**src/rtl/srcnn_pkg.sv**
```systemverilog
// Shared types for the SRCNN frame scheduler: path selection, dispatch states and pixel width.
package srcnn_pkg;

    localparam int unsigned ActivationWidth = 8;
    localparam int unsigned PixelWidth      = 3 * ActivationWidth;

    typedef enum logic {
        PathBypass = 1'b0,
        PathSrcnn  = 1'b1
    } path_e;

    typedef enum logic {
        StIdle  = 1'b0,
        StRoute = 1'b1
    } state_e;

endpackage

```
**src/rtl/frame_order_fifo.sv**
```systemverilog
// Small registered FIFO recording which path each in-flight frame took, in dispatch order.
module frame_order_fifo #(
    parameter int unsigned DEPTH = 4
) (
    input  logic                         clock_i,
    input  logic                         reset_ni,
    input  logic                         push_i,
    input  logic                         data_i,
    input  logic                         pop_i,
    output logic                         data_o,
    output logic                         full_o,
    output logic                         empty_o,
    output logic [$clog2(DEPTH+1)-1:0]   count_o
);

    localparam int unsigned AddrWidth  = $clog2(DEPTH);
    localparam int unsigned PtrWidth   = AddrWidth + 1;
    localparam int unsigned CountWidth = $clog2(DEPTH + 1);

    logic [PtrWidth-1:0] r_wr_ptr;
    logic [PtrWidth-1:0] r_rd_ptr;
    logic                r_mem [DEPTH];
    logic                w_do_push;
    logic                w_do_pop;

    // Extra pointer MSB distinguishes full from empty when the address bits match.
    assign full_o    = (r_wr_ptr[PtrWidth-1] != r_rd_ptr[PtrWidth-1]) &&
                       (r_wr_ptr[AddrWidth-1:0] == r_rd_ptr[AddrWidth-1:0]);
    assign empty_o   = (r_wr_ptr == r_rd_ptr);
    assign w_do_push = push_i && !full_o;
    assign w_do_pop  = pop_i && !empty_o;
    assign data_o    = r_mem[r_rd_ptr[AddrWidth-1:0]];
    assign count_o   = CountWidth'(r_wr_ptr - r_rd_ptr);

    always_ff @(posedge clock_i or negedge reset_ni) begin
        if (!reset_ni) begin
            r_wr_ptr <= '0;
            r_rd_ptr <= '0;
            for (int unsigned i = 0; i < DEPTH; i++) begin
                r_mem[i] <= 1'b0;
            end
        end else begin
            if (w_do_push) begin
                r_mem[r_wr_ptr[AddrWidth-1:0]] <= data_i;
                r_wr_ptr                       <= r_wr_ptr + PtrWidth'(1);
            end
            if (w_do_pop) begin
                r_rd_ptr <= r_rd_ptr + PtrWidth'(1);
            end
        end
    end

endmodule

```
**src/rtl/srcnn_frame_scheduler.sv**
```systemverilog
// Routes whole frames to the SRCNN or bypass path and re-merges both returns in dispatch order.
module srcnn_frame_scheduler
    import srcnn_pkg::*;
#(
    parameter int unsigned HEIGHT     = 600,
    parameter int unsigned WIDTH      = 800,
    parameter int unsigned DATA_WIDTH = PixelWidth,
    parameter int unsigned MAX_FRAMES = 4
) (
    input  logic                           clock_i,
    input  logic                           reset_ni,
    input  logic                           mode_i,

    input  logic                           slave_tvalid_i,
    output logic                           slave_tready_o,
    input  logic [DATA_WIDTH-1:0]          slave_tdata_i,
    input  logic                           slave_tlast_i,

    output logic                           srcnn_in_tvalid_o,
    input  logic                           srcnn_in_tready_i,
    output logic [DATA_WIDTH-1:0]          srcnn_in_tdata_o,
    output logic                           srcnn_in_tlast_o,

    input  logic                           srcnn_out_tvalid_i,
    output logic                           srcnn_out_tready_o,
    input  logic [DATA_WIDTH-1:0]          srcnn_out_tdata_i,
    input  logic                           srcnn_out_tlast_i,

    output logic                           byp_in_tvalid_o,
    input  logic                           byp_in_tready_i,
    output logic [DATA_WIDTH-1:0]          byp_in_tdata_o,
    output logic                           byp_in_tlast_o,

    input  logic                           byp_out_tvalid_i,
    output logic                           byp_out_tready_o,
    input  logic [DATA_WIDTH-1:0]          byp_out_tdata_i,
    input  logic                           byp_out_tlast_i,

    output logic                           master_tvalid_o,
    input  logic                           master_tready_i,
    output logic [DATA_WIDTH-1:0]          master_tdata_o,
    output logic                           master_tlast_o,

    output logic [$clog2(MAX_FRAMES+1)-1:0] frames_in_flight_o,
    output logic                           tlast_error_o
);

    localparam int unsigned FrameBeats = HEIGHT * WIDTH;
    localparam int unsigned CountWidth = $clog2(FrameBeats);

    state_e                r_state;
    state_e                w_state_next;
    path_e                 r_sel;
    logic [CountWidth-1:0] r_count;
    logic                  r_tlast_err;

    logic                  w_push;
    logic                  w_pop;
    logic                  w_accept;
    logic                  w_last_beat;
    logic                  w_fifo_full;
    logic                  w_fifo_empty;
    logic                  w_head_raw;
    path_e                 w_head;

    assign w_last_beat   = (r_count == CountWidth'(FrameBeats - 1));
    assign w_accept      = slave_tvalid_i && slave_tready_o;
    assign w_head        = path_e'(w_head_raw);
    assign w_pop         = master_tvalid_o && master_tready_i && master_tlast_o;
    assign tlast_error_o = r_tlast_err;

    always_ff @(posedge clock_i or negedge reset_ni) begin
        if (!reset_ni) begin
            r_state <= StIdle;
        end else begin
            r_state <= w_state_next;
        end
    end

    always_comb begin
        w_state_next = r_state;
        case (r_state)
            StIdle:  if (slave_tvalid_i && !w_fifo_full) w_state_next = StRoute;
            StRoute: if (w_accept && w_last_beat)        w_state_next = StIdle;
            default: w_state_next = StIdle;
        endcase
    end

    // Dispatch outputs: one idle cycle to log the path, then pass-through to the chosen path only.
    always_comb begin
        w_push            = 1'b0;
        slave_tready_o    = 1'b0;
        srcnn_in_tvalid_o = 1'b0;
        srcnn_in_tdata_o  = '0;
        srcnn_in_tlast_o  = 1'b0;
        byp_in_tvalid_o   = 1'b0;
        byp_in_tdata_o    = '0;
        byp_in_tlast_o    = 1'b0;
        case (r_state)
            StIdle: begin
                w_push = slave_tvalid_i && !w_fifo_full;
            end
            StRoute: begin
                if (r_sel == PathSrcnn) begin
                    srcnn_in_tvalid_o = slave_tvalid_i;
                    srcnn_in_tdata_o  = slave_tdata_i;
                    srcnn_in_tlast_o  = w_last_beat;
                    slave_tready_o    = srcnn_in_tready_i;
                end else begin
                    byp_in_tvalid_o   = slave_tvalid_i;
                    byp_in_tdata_o    = slave_tdata_i;
                    byp_in_tlast_o    = w_last_beat;
                    slave_tready_o    = byp_in_tready_i;
                end
            end
            default: ;
        endcase
    end

    // Pixel counter is authoritative for frame boundaries; upstream tlast is only checked.
    always_ff @(posedge clock_i or negedge reset_ni) begin
        if (!reset_ni) begin
            r_sel       <= PathBypass;
            r_count     <= '0;
            r_tlast_err <= 1'b0;
        end else begin
            r_tlast_err <= w_accept && (slave_tlast_i != w_last_beat);
            if (w_push) begin
                r_sel <= path_e'(mode_i);
            end
            if (w_accept) begin
                r_count <= w_last_beat ? '0 : r_count + CountWidth'(1);
            end
        end
    end

    // Merge: the oldest in-flight frame owns the master port until its tlast is accepted.
    always_comb begin
        master_tvalid_o    = 1'b0;
        master_tdata_o     = '0;
        master_tlast_o     = 1'b0;
        srcnn_out_tready_o = 1'b0;
        byp_out_tready_o   = 1'b0;
        if (!w_fifo_empty) begin
            if (w_head == PathSrcnn) begin
                master_tvalid_o    = srcnn_out_tvalid_i;
                master_tdata_o     = srcnn_out_tdata_i;
                master_tlast_o     = srcnn_out_tlast_i;
                srcnn_out_tready_o = master_tready_i;
            end else begin
                master_tvalid_o    = byp_out_tvalid_i;
                master_tdata_o     = byp_out_tdata_i;
                master_tlast_o     = byp_out_tlast_i;
                byp_out_tready_o   = master_tready_i;
            end
        end
    end

    frame_order_fifo #(
        .DEPTH (MAX_FRAMES)
    ) u_order_fifo (
        .clock_i  (clock_i),
        .reset_ni (reset_ni),
        .push_i   (w_push),
        .data_i   (mode_i),
        .pop_i    (w_pop),
        .data_o   (w_head_raw),
        .full_o   (w_fifo_full),
        .empty_o  (w_fifo_empty),
        .count_o  (frames_in_flight_o)
    );

endmodule
```
**config.mk**
```make
export PLATFORM = sky130hd
export DESIGN_NAME = srcnn_frame_scheduler
export DESIGN_NICKNAME = d
export VERILOG_FILES = /design/src/rtl/srcnn_pkg.sv /design/src/rtl/frame_order_fifo.sv /design/src/rtl/srcnn_frame_scheduler.sv
export SDC_FILE = /design/constraint.sdc
export NUM_CORES = 1
export LEC_CHECK = 0
export CORE_MARGIN = 2
export CORE_UTILIZATION = 33
export CTS_BUF_LIST = sky130_fd_sc_hd__clkbuf_4 sky130_fd_sc_hd__clkbuf_8
export DETAILED_ROUTE_END_ITERATION = 16
export GPL_TIMING_DRIVEN = 0
export HOLD_SLACK_MARGIN = 0.12
export MAX_ROUTING_LAYER = met4
export PLACE_DENSITY_LB_ADDON = 0.12
export SKIP_CTS_REPAIR_TIMING = 1
export SLEW_MARGIN = 20
export SYNTH_ARGS = -nofsm -noshare
export SYNTH_HDL_FRONTEND = slang
export SYNTH_SLANG_ARGS = --single-unit
```
**constraint.sdc**
```tcl
create_clock -name clock_i -period 2.3 [get_ports clock_i]
set_input_delay 0.575 -clock clock_i [delete_from_list [all_inputs] [get_ports clock_i]]
set_output_delay 0.575 -clock clock_i [all_outputs]
set_load 0.02 [all_outputs]
```
==> results.md <==
- Yosys warns: 0
- Starting density of the core: 34.1%
- Mapped cell area: around 0.0025 sq mm
- Fin crit period: 3.00 ns
- Clk buf depth: 2
- Crit-path cells: or4b_1 -> or4_4 -> or2_4 -> nor3b_4 -> buf_6
- Fin crit share: 131%
- CP max FO: 6
- CTS tree: yes
- Dpl cells: a little under 600
- Root buf cell: clkbuf_8
- Sequential element share of the synthesized area: 32.6%
- Most frequent cell after synthesis: nand2_1
- FFs w/ async S/R, synth: 100%
- CP max stage delay: roughly 0.57 ns
- Worst slew margin: between 50% and 60%
- Lkg Pwr: a little under 3 nW
- Number of synthesized flops with an enable pin: 0
- Run status: finished, violations left
- Cell taking the most area after synthesis: dfrtp_1
- Max Cap Viol: 0
- Grt ovf: 0
- Critical path capture point type: output pin
- Final worst slack: -0.702 ns
- 1st-iter DRT viols: 92
- RR Startpoint: r_count[15]$_DFFE_PN0P_
- DRC: 0
- Vias/cell: between 4 and 5
- Synthesis-to-layout area growth: 112%
- CP arrival: approximately 2.4 ns
- Post-Route WL: about 10 mm
- Worst Setup Start Kind: flip-flop
- Largest net degree at the start of global routing: 33
- Design area: between 0.005 and 0.006 sq mm
- Clk pwr share: between 6 and 7%
- Max H-tree Level: 2
- Hold crit path type: in -> async
- Synthesis-stage register bit count: 32
- Port Buffers: 168
- Row cnt: 31
- Switching share of power: between 40% and 50%
- Post-synth top area share: ~33%
- GP Congestion: 0.829
- Avg WL per Cell: about 16 microns
- Die W: between 90 and 100 microns
- TritonRoute pass-1 iters: 4
- Skew final: 0.0112 ns
- CTS sink cnt: 32
- Comb power frac: 82.2%
- Vias: between 3000 and 4000
- Top cells by area, synth: dfrtp_1 33%, nand2_1 11%, and2_1 7.6%
- N_diodes: 0
- Core area: just over 0.007 sq mm
- Commonest cells post-synth: 72 x nand2_1, 35 x a21oi_1, 32 x dfrtp_1, 30 x and2_1, 27 x and3_1
- Top-level port count: around 170
- Psw: between 0.003 and 0.004 W
- Layout Nets: around 630
- Antenna Nets Post-Route: 0
- Worst path required time: between 1.5 and 2 ns
- DP Wirelength: slightly below 7 mm
- Syn Nets: 411
- Unrepaired setup endpoints after global routing: true
- Fin cells: 635
- Placed Area: 0.00436 sq mm
- Endpoints failing hold: 0
- Synth Area per Inst: approximately 7.7 sq um
- Worst-path clk slew: about 0.080 ns
- First-pass GRT wire length: between 10 and 15 mm
- Num CTS Buffers: 5
- Family with the most delay on the worst path: simple AND/OR/NAND/NOR gates
- Worst path bufs/invs: 1
- Reg power frac: a little over a tenth
- Syn Inst Count: roughly 320
- P_int: 0.00428 W
- Worst path slowest cell: or4_4
- Vias in the first global route: 2761
- Failing checks: setup timing
- Setup WS pre-CTS: -0.898 ns
- Global Route Usage Sum: a little over a fifth
- Initial antenna violation count: 0
- Worst setup startpoint: r_count[15]$_DFFE_PN0P_
- Cell Pwr Density: ~1500 mW/mm^2
- Clock latency on the worst-skew pair: 0.28 ns
- Critical path type: reg -> out
- Total die area: 0.00816 sq mm
- Worst-Margin Slew: approximately 0.7 ns
- Layout cells sized above 1: around 33%
- Peak Freq: about 330 MHz
- Die Ht: 90.3 microns
- Hold Slack: about 0.35 ns
- Cell variety after synth: 37
- Final setup viols: 30
- Main synth FF type: dfrtp_1
- Max Slew Vio Count: 0
- Max VDD drop: about 1100 uV
==> metal layers <==
layer | track usage, % | wire, microns | vias to the layer above
met2 | 38.0 | 5330 | 117
met5 | - | 0 | -
met1 | 24.7 | 3990 | 1468
li1 | - | - | 1519
met3 | 3.51 | 457 | 18
met4 | 3.59 | 209 | 0
==> sequential cells by signal, summed over array words and instances, names as in the netlist <==
| register | flops |
|---|---|
| u_order_fifo.r_rd_ptr | 3 |
| u_order_fifo.r_wr_ptr | 3 |
| r_state | 1 |
| r_count | 19 |
| r_sel | 1 |
| tlast_error_o | 1 |
| u_order_fifo.r_mem | 4 |
==> power groups by stage <==
stage,logic [W],clock network (W),registers [W]
floorplan,0.00270,0,0.000833
finish,0.00645,0.000534,0.000864
global route,0.00684,0.000569,0.000880
CTS,0.00482,0.000544,0.000858
detailed placement,0.00481,0,0.000869
global placement,0.00476,0,0.000859
==> worst register-to-register path: stages (launching register included) <==
cell	delay, ns
dfrtp_1	0.43
or4b_1	0.55
or4_4	0.57
buf_4	0.17
or3_1	0.30
a21oi_1	0.14
==> area by class of cell <==
| type | count | area, sq um |
|---|---|---|
| Buffer | 17 | 135 |
| Clock buffer | 5 | 68.8 |
| Clock inverter | 3 | 42.5 |
| Fill cell | 569 | 2000 |
| Inverter | 11 | 46.3 |
| Multi-Input combinational cell | 256 | 1820 |
| Sequential cell | 32 | 805 |
| Tap cell | 99 | 124 |
| Timing Repair Buffer | 212 | 2170 |
==> layout by cell type, fill, tap and decap left out, types with 5 or more instances in the layout <==
master	netlist	layout
mux2_2	8	7
clkbuf_2	0	10
nand2_1	72	51
inv_1	11	9
a21oi_1	35	10
nand2_2	0	17
buf_4	0	36
xor2_1	7	6
clkdlybuf4s50_1	0	83
clkbuf_8	0	5
dfrtp_1	32	29
o31ai_1	5	5
a21oi_2	0	23
dlymetal6s2s_1	0	47
and3_1	27	27
and2_1	30	30
ha_1	8	6
xnor2_1	6	6
buf_6	0	38
o21ai_0	11	10
buf_2	1	7
==> path summary, 6_finish.rpt <==
path | endpoint | slack (ns) | cells after the start
setup / recovery | byp_in_tlast_o | -0.70 | 5
hold / removal | u_order_fifo.r_mem[3]$_DFFE_PN0P_ | 0.35 | 1
setup reg to reg | tlast_error_o$_DFF_PN0_ | 0.07 | 5
hold reg to reg | r_count[2]$_DFFE_PN0P_ | 0.49 | 1
max in group asynchronous | u_order_fifo.r_rd_ptr[1]$_DFFE_PN0P_ | 1.45 | 1
min in group clock_i | r_count[2]$_DFFE_PN0P_ | 0.49 | 1
==> stage by stage <==
step / util (%) / total power (W) / setup TNS, ns
floorplan: - / 0.00354 / -0.516
global placement: 60.4 / 0.00562 / -29.57
detailed placement: 60.4 / 0.00568 / -30.04
CTS: 61.9 / 0.00622 / -52.38
global route: 72.2 / 0.00829 / -9.36
finish: 72.2 / 0.00785 / -6.72
==> cells by family after synthesis <==
group                      synth area share, %
xor gates and xnor gates                  4.63
DFF                                       32.6
muxes                                     5.80
adders and majority gates                 4.89
and+or+nand+nor                           34.7
AOI/OAI and AO/OA                         12.8
buffers and inverters                     4.63
No activity file was read; power rests on OpenSTA's default activity.
